[config.mk]
export PLATFORM = sky130hd
export DESIGN_NAME = onehot_decoder_pipe_flat
export DESIGN_NICKNAME = d
export VERILOG_FILES = /design/src/rtl/onehot_decoder_pipe_if.sv /design/src/rtl/onehot_decoder_pipe.sv /design/src/flat_wrapper.sv
export SDC_FILE = /design/constraint.sdc
export NUM_CORES = 1
export LEC_CHECK = 0
export ABC_CLOCK_PERIOD_IN_PS = 1990
export CAP_MARGIN = 20
export CORE_MARGIN = 3
export CORE_UTILIZATION = 51
export DETAILED_ROUTE_END_ITERATION = 12
export PLACE_DENSITY = 0.83
export SLEW_MARGIN = 0
export SYNTH_ARGS = -nofsm -noshare
export SYNTH_HDL_FRONTEND = slang
export SYNTH_SLANG_ARGS = --single-unit
[constraint.sdc]
create_clock -name clk -period 1.99 [get_ports clk]
set_input_delay 0.398 -clock clk [delete_from_list [all_inputs] [get_ports clk]]
set_output_delay 0.398 -clock clk [all_outputs]
set_load 0.02 [all_outputs]
[src/rtl/onehot_decoder_pipe_if.sv]
// Valid/ready command and decoded-output bus of onehot_decoder_pipe.
interface onehot_decoder_pipe_if #(
  parameter int SEL_W = 3,
  parameter int N_OUT = 8
);
  logic             in_valid;
  logic             in_ready;
  logic [SEL_W-1:0] in_sel;
  logic [1:0]       in_mode;
  logic             out_valid;
  logic             out_ready;
  logic [N_OUT-1:0] out_dec;
  logic             out_err;

  // Producer/consumer side: drives commands and output acceptance.
  modport master (
    output in_valid, in_sel, in_mode, out_ready,
    input  in_ready, out_valid, out_dec, out_err
  );

  // Decoder side.
  modport slave (
    input  in_valid, in_sel, in_mode, out_ready,
    output in_ready, out_valid, out_dec, out_err
  );
endinterface

[src/rtl/onehot_decoder_pipe.sv]
// Registered select decoder (one-hot / thermometer / active-low one-hot)
// with a valid/ready handshake, 2-entry skid buffer and saturating error count.
module onehot_decoder_pipe #(
  parameter int SEL_W     = 3,
  parameter int N_OUT     = 8,
  parameter int ERR_CNT_W = 8
) (
  input  logic                 clk,
  input  logic                 rst,
  onehot_decoder_pipe_if.slave bus,
  input  logic                 clr_err,
  output logic [ERR_CNT_W-1:0] err_count
);

  typedef enum logic [1:0] {OCC_EMPTY, OCC_ONE, OCC_TWO} occ_t;

  localparam logic [SEL_W:0] N_OUT_L = N_OUT[SEL_W:0];

  occ_t             state, state_nxt;
  logic [N_OUT-1:0] main_dec, skid_dec, dec_vec;
  logic             main_err, skid_err, dec_err;
  logic             in_xfer, out_xfer;
  logic             load_main, load_skid, move_skid;

  assign bus.in_ready  = (state != OCC_TWO) && !rst;
  assign bus.out_valid = (state != OCC_EMPTY);
  assign bus.out_dec   = main_dec;
  assign bus.out_err   = main_err;

  assign in_xfer  = bus.in_valid && bus.in_ready;
  assign out_xfer = bus.out_valid && bus.out_ready;

  // Decode the incoming select according to the requested mode.
  always_comb begin
    dec_vec = '0;
    dec_err = 1'b0;
    if (bus.in_mode == 2'b11 || {1'b0, bus.in_sel} >= N_OUT_L) begin
      dec_err = 1'b1;
    end else begin
      for (int unsigned i = 0; i < N_OUT; i++) begin
        case (bus.in_mode)
          2'b00:   dec_vec[i] = (i == 32'(bus.in_sel));
          2'b01:   dec_vec[i] = (i <= 32'(bus.in_sel));
          default: dec_vec[i] = (i != 32'(bus.in_sel));
        endcase
      end
    end
  end

  // Occupancy state register.
  always_ff @(posedge clk or posedge rst) begin
    if (rst) state <= OCC_EMPTY;
    else     state <= state_nxt;
  end

  // Occupancy next-state and storage load controls.
  always_comb begin
    state_nxt = state;
    load_main = 1'b0;
    load_skid = 1'b0;
    move_skid = 1'b0;
    case (state)
      OCC_EMPTY: begin
        if (in_xfer) begin
          state_nxt = OCC_ONE;
          load_main = 1'b1;
        end
      end
      OCC_ONE: begin
        if (in_xfer && out_xfer) begin
          load_main = 1'b1;
        end else if (in_xfer) begin
          state_nxt = OCC_TWO;
          load_skid = 1'b1;
        end else if (out_xfer) begin
          state_nxt = OCC_EMPTY;
        end
      end
      OCC_TWO: begin
        if (out_xfer) begin
          state_nxt = OCC_ONE;
          move_skid = 1'b1;
        end
      end
      default: state_nxt = OCC_EMPTY;
    endcase
  end

  // Main (output) and skid registers.
  always_ff @(posedge clk or posedge rst) begin
    if (rst) begin
      main_dec <= '0;
      main_err <= 1'b0;
      skid_dec <= '0;
      skid_err <= 1'b0;
    end else begin
      if (load_main) begin
        main_dec <= dec_vec;
        main_err <= dec_err;
      end else if (move_skid) begin
        main_dec <= skid_dec;
        main_err <= skid_err;
      end
      if (load_skid) begin
        skid_dec <= dec_vec;
        skid_err <= dec_err;
      end
    end
  end

  // Saturating count of errored beats delivered; a clear that coincides
  // with an errored delivery leaves that delivery counted.
  always_ff @(posedge clk or posedge rst) begin
    if (rst) begin
      err_count <= '0;
    end else if (clr_err) begin
      err_count <= (out_xfer && main_err) ? ERR_CNT_W'(1) : '0;
    end else if (out_xfer && main_err && err_count != '1) begin
      err_count <= err_count + ERR_CNT_W'(1);
    end
  end

endmodule

[src/flat_wrapper.sv]
// flat-port wrapper written by rule: the top's interface ports become plain ports
module onehot_decoder_pipe_flat 
#(
  parameter int SEL_W     = 3,
  parameter int N_OUT     = 8,
  parameter int ERR_CNT_W = 8
)
  (clk, rst, clr_err, err_count, bus_in_valid, bus_in_sel, bus_in_mode, bus_out_ready, bus_in_ready, bus_out_valid, bus_out_dec, bus_out_err);
  onehot_decoder_pipe_if #(.SEL_W(SEL_W), .N_OUT(N_OUT)) bus_i ();
  input  logic clk;
  input  logic rst;
  input  logic clr_err;
  output logic [ERR_CNT_W-1:0] err_count;
  input wire logic [$bits(bus_i.in_valid)-1:0] bus_in_valid;
  input wire logic [$bits(bus_i.in_sel)-1:0] bus_in_sel;
  input wire logic [$bits(bus_i.in_mode)-1:0] bus_in_mode;
  input wire logic [$bits(bus_i.out_ready)-1:0] bus_out_ready;
  output wire logic [$bits(bus_i.in_ready)-1:0] bus_in_ready;
  output wire logic [$bits(bus_i.out_valid)-1:0] bus_out_valid;
  output wire logic [$bits(bus_i.out_dec)-1:0] bus_out_dec;
  output wire logic [$bits(bus_i.out_err)-1:0] bus_out_err;
  assign bus_i.in_valid = bus_in_valid;
  assign bus_i.in_sel = bus_in_sel;
  assign bus_i.in_mode = bus_in_mode;
  assign bus_i.out_ready = bus_out_ready;
  assign bus_in_ready = bus_i.in_ready;
  assign bus_out_valid = bus_i.out_valid;
  assign bus_out_dec = bus_i.out_dec;
  assign bus_out_err = bus_i.out_err;
  onehot_decoder_pipe #(.SEL_W(SEL_W), .N_OUT(N_OUT), .ERR_CNT_W(ERR_CNT_W)) u_core (.clk(clk), .rst(rst), .bus(bus_i), .clr_err(clr_err), .err_count(err_count));
endmodule
# == Word-level counts from Yosys, hierarchy flattened ==
# Cells that the tools add are included.
# totals
in_bits,10
out_inout_bits,19
wordCells,83
ff_bits,28
# op_classes
n_reduce_logical,15
n_lt_le_gt_ge,7
addsub,1
n_eq_ne,24
n_mux,30
# ops
op,n
$mux 8,5
$pmux 1 s2,9
$eq 3x3->1 const A,4
$le 3x3->1 const A,4
$ne 3x3->1 const A,4
$mux 1,10
$mux 2,5
$add 8x1->8 const B,1
$ne 8x8->1 const B,1
$eq 2x3->1 const A,2
$le 2x3->1 const A,2
$logic_and 1x1->1,6
$ne 2x3->1 const A,2
$pmux 2 s3,1
$reduce_bool 2->1,3
$eq 2x1->1 const B,2
$eq 2x2->1 const B,2
$logic_not 2->1,2
$ne 2x1->1 const B,2
$ne 2x2->1 const B,2
$reduce_and 4->1,1
$eq 1x3->1 const A,1
$le 1x3->1 const A,1
$logic_not 3->1,1
4 further kinds,4

# == Longest topological paths before layout ==
# depth
ltp_word,7
depth_mapped,6
ltp_nobuf,5

# == Worst setup path after synthesis ==
# No wires, ideal clock.
# synth_path
kind,input to output
startpoint,input port rst
endpoint,output port bus_in_ready
t_required_ns,1.592
arrival_ns,1.339
setup_slack_ns,0.253
path_buffers,0
stages,2
path_cell_list,inv_1 -> and2_1
# synth_between
elab_chain_len,2
# synth_rtl
element,line_no,text
from (decl),flat_wrapper.sv:11,input logic rst;
$logic_not 1->1,onehot_decoder_pipe.sv:25,assign bus.in_ready = (state != OCC_TWO) && !rst;
$logic_and 1x1->1,onehot_decoder_pipe.sv:25,
to (decl),flat_wrapper.sv:18,output wire logic [$bits(bus_i.in_ready)-1:0] bus_in_ready;
# No other way between the ends.

# == Worst setup path after layout ==
# layout_path
startpoint,register u_core.err_count[3]
endpoint,output port err_count[3]
# layout_rtl
element,line_no,text
from (decl),onehot_decoder_pipe.sv:12,output logic [ERR_CNT_W-1:0] err_count
from (signal assigned),onehot_decoder_pipe.sv:117,err_count <= (out_xfer && main_err) ? ERR_CNT_W'(1) : '0;
from (signal assigned),onehot_decoder_pipe.sv:119,err_count <= err_count + ERR_CNT_W'(1);
to (decl),flat_wrapper.sv:13,output logic [ERR_CNT_W-1:0] err_count;
# No word-level cell between the ends.

==> impl_results.md <==
* Most used standard cells in the synthesized netlist: sky130_fd_sc_hd__dfrtp_1 (28), sky130_fd_sc_hd__nor2_1 (16), sky130_fd_sc_hd__nand2_1 (12)
* Average size of a mapped cell at 9.61 µm²
* Number of nets at the end of the flow at 207
* ANT nets after route at 0
* Finish-stage setup viols at 0
* Initial standard-cell utilization of the core at 54.7%
* Clock latency on the worst-skew pair at 0.32 ns
* Buffer and inverter count on the worst path at 1
* Vertical extent of the die at 61.1 µm
* Critical path depth in cells at 1
* Number of antenna repair diodes at 0
* Family with the most delay on the worst path: buffers and inverters
* Final Critical Period at 1.83 ns
* Top cell type's share of synthesized area at 45.3%
* Arrival time worst endpoint at 1.43 ns
* Footprint of the multi-input gates at 788 µm²
* Kind of capture point of the worst setup path: primary output
* Synthesized area at 1550 µm²
* Fin cells at 226
* Max IR drop VDD at 0.524 mV
* Mapped Nets at 172
* Max-slew violation total from the final report at 0
* CTS sink cnt at 28
* Filler Cell Count at 240
* Via/cell ratio at 5.90
* RD Place Congestion at 0.813
* Fraction of the mapped netlist area in adder cells at 0.809%
* Via count of the first global-routing pass at 1345
* Count of synthesis-stage warnings from yosys at 0
* Area added between synthesis and finish at 26.5%
* Sequential element share of the synthesized area at 45.3%
* Final standard cell area without fillers at 1960 µm²
* Number of remaining DRC errors at 0
* Initial antenna violation count at 0
* GRT Total Usage at 21.2%
* Status: finished clean
* Clock tree from TritonCTS: yes
* Top post-synthesis cells by area: sky130_fd_sc_hd__dfrtp_1 (45%), sky130_fd_sc_hd__a221o_1 (4.5%), sky130_fd_sc_hd__nor2_1 (3.9%)
* CP startpoint kind: flop
* Combinational family with the most area after synthesis: simple AND/OR/NAND/NOR gates
* Number of synthesized register bits at 28
* Die Footprint at 3730 µm²
* Instance area at placement at 1910 µm²
* Most used standard cell by instance count after synthesis: sky130_fd_sc_hd__dfrtp_1
* Ratio of final minimum period to clock period at 91.9%
* Total global routing overflow at 0
* Die span in x at 61.1 µm
* Startpoint of the most critical register-to-register path: u_core.state[1]$_DFFE_PP0P_
* Maximum buffer depth of the clock tree at 2
* Power density over the cells at 809 nW/µm²
* Number of placed instances, taps included at 222
* Detailed placer's ending HPWL at 2.58 mm
* TritonCTS buffer count at 3
* Synth async-reset ratio at 100%
* Maximum number of pins on one net before global-route repair at 29
* Core Box Area at 2830 µm²
* EDFF count, synth at 0
* Post-CTS setup buffers at 0
* Leakage Power at 0.872 nW
* Complex-gate fraction of the synthesized area at 19.6%
* Endpoint required time on the critical path at 1.59 ns
* Multiplexer area fraction after synthesis at 6.88%
* Cell depth of the worst flop-to-flop path at 5
* Count of vias placed by the detailed router at 1333
* Post-synthesis cell count at 161
* Flip-flop cell with the highest count after synthesis: sky130_fd_sc_hd__dfrtp_1
* Quantity of I/O buffers inserted on ports at 28
* Post-synth cell types at 41
* Simple logic cell fraction of the synthesized area at 22.0%
* Slowest cell on the critical path: sky130_fd_sc_hd__clkdlybuf4s50_1
* Layout Skew at 0.00141 ns
* RSZ-0062 raised after global routing: false
* Slew HR at 73.6%
* Synth Area in XOR/XNOR at 1.70%
* Biggest cell delay along the critical path at 0.64 ns
* Critical path endpoint: err_count[3]
* Transition at the pin with the smallest max-transition slack at 0.395 ns
* Fraction of layout cells with a size suffix above 1 at 12.8%
* R2R Setup Slk at 0.41 ns
* Initial drt markers at 54
* Number of I/O pins at 29
* First-pass GRT wire length at 5.89 mm
* Endpoint of the lowest-slack register-to-register path: u_core.skid_dec[5]$_DFFE_PP0P_
* 1st-pass router iterations at 4
* Final number of hold-violating endpoints at 0
* Max_cap viols at 0
* CP Class: flop to primary output
* Area occupied by registers at 702 µm²
* Number of H-tree branching levels at 1
* Routed WL at 3.38 mm
* Total negative setup slack at 0 ns
* Max Fanout on Critical Path at 7
* Clock transition at the register clock pins on the worst setup and hold paths after CTS at 0.15 ns
* Chain of cells forming the critical path: clkdlybuf4s50_1
* Num rows at 19
* CTS Root Buffer Type: sky130_fd_sc_hd__clkbuf_4
* Type of the worst min-delay path: input port to asynchronous set/reset pin
* Startpoint of the most critical setup path: u_core.err_count[3]$_DFFE_PP0P_
* Post-synthesis cell type with the largest combined area: sky130_fd_sc_hd__dfrtp_1
* Per-cell routed wire length at 15.0 µm
* Timing-limited maximum frequency at 0.547 GHz
## stage by stage
stage	util [%]	power (mW)	hold slack [ns]	setup slack [ns]
floorplan	-	1.03	0.456	0.253
global placement	67.4	1.21	0.468	0.00798
detailed placement	67.4	1.23	0.480	-0.0401
CTS	69.2	1.59	0.513	0.141
global route	69.2	1.68	0.515	0.0772
finish	69.2	1.58	0.502	0.162
## worst register-to-register path: stages (launching register included)
cell and delay [ns]:
sky130_fd_sc_hd__dfrtp_2 0.50, sky130_fd_sc_hd__nor3b_1 0.33, sky130_fd_sc_hd__nand2_1 0.27, sky130_fd_sc_hd__buf_4 0.25
sky130_fd_sc_hd__nand2_1 0.07, sky130_fd_sc_hd__o21ai_1 0.06
## registers in the layout (all words and copies together) (netlist names)
| signal | flops |
|---|---|
| u_core.bus.out_dec | 8 |
| u_core.bus.out_err | 1 |
| u_core.err_count | 8 |
| u_core.skid_dec | 8 |
| u_core.skid_err | 1 |
| u_core.state | 2 |
## layer usage
layer	GRT usage (%)	wire length, µm
met5	0	0
met4	7.43	25
met2	35.5	1690
met1	27.7	1540
met3	3.56	128
## layout by cell type (no fill, tap or decap), types with 2 or more instances in the layout
cell	netlist	layout
sky130_fd_sc_hd__dfrtp_1	28	27
sky130_fd_sc_hd__clkdlybuf4s50_1	0	26
sky130_fd_sc_hd__nor2_1	16	16
sky130_fd_sc_hd__nand2_1	12	12
sky130_fd_sc_hd__buf_4	0	11
sky130_fd_sc_hd__a21oi_1	7	7
sky130_fd_sc_hd__o21ai_0	7	7
sky130_fd_sc_hd__a221o_1	7	7
sky130_fd_sc_hd__o21ai_1	6	6
sky130_fd_sc_hd__and2_1	6	6
sky130_fd_sc_hd__nand2b_1	5	5
sky130_fd_sc_hd__mux2i_1	5	5
sky130_fd_sc_hd__nor3_1	5	5
sky130_fd_sc_hd__mux2_2	5	5
sky130_fd_sc_hd__nand3_1	4	4
sky130_fd_sc_hd__inv_1	4	4
sky130_fd_sc_hd__and3b_1	3	3
sky130_fd_sc_hd__nand4_1	3	3
sky130_fd_sc_hd__o211a_1	3	3
sky130_fd_sc_hd__clkbuf_4	0	3
sky130_fd_sc_hd__nor2b_1	2	2
sky130_fd_sc_hd__o22ai_1	2	2
sky130_fd_sc_hd__xnor2_1	2	2
sky130_fd_sc_hd__a21o_1	2	2
sky130_fd_sc_hd__a211oi_1	2	2
sky130_fd_sc_hd__dlygate4sd2_1	0	2
## power by group
part / switching [mW] / internal, mW
Sequential: 0.0722 / 0.686
Clock: 0.164 / 0.204
Combinational: 0.222 / 0.235
Total: 0.458 / 1.13
## cell families (layout without fill, tap and decap cells)
family | after synthesis | after routing
fa+ha+maj | 1 | 1
buf+inv | 13 | 47
simple gates | 63 | 63
mux | 10 | 10
xor+xnor | 3 | 3
flops | 28 | 28
compound gates | 43 | 43
## worst min path at each step
| stage | end | cells past startpoint | from | slack [ns] |
|---|---|---|---|---|
| after global routing | u_core.err_count[4]$_DFFE_PP0P_ | 3 | rst | 0.52 |
| after floorplan | u_core.skid_dec[3]$_DFFE_PP0P_ | 2 | u_core.skid_dec[3]$_DFFE_PP0P_ | 0.46 |
| after global placement | u_core.skid_dec[7]$_DFFE_PP0P_ | 2 | u_core.skid_dec[7]$_DFFE_PP0P_ | 0.47 |
| after CTS | u_core.err_count[4]$_DFFE_PP0P_ | 3 | rst | 0.51 |
| final | u_core.bus.out_dec[5]$_DFFE_PP0P_ | 3 | rst | 0.50 |
| after detailed placement | u_core.skid_dec[7]$_DFFE_PP0P_ | 2 | u_core.skid_dec[7]$_DFFE_PP0P_ | 0.48 |
## area by class of cell
type	instances	area share, %
repair buffers	39	18.4
well taps	31	1.98
flip-flops and latches	28	35.9
clock buffers	3	1.15
inverters	4	0.767
multi-input cells	120	40.3
clock inverters	1	1.53
## timing repair
action | 4_1_cts | 5_1_grt
hold buffers | 0 | 0
resized for setup | 3 | 0
setup endpoints to repair | 2 | 0
(Power assumes the default switching activity.)
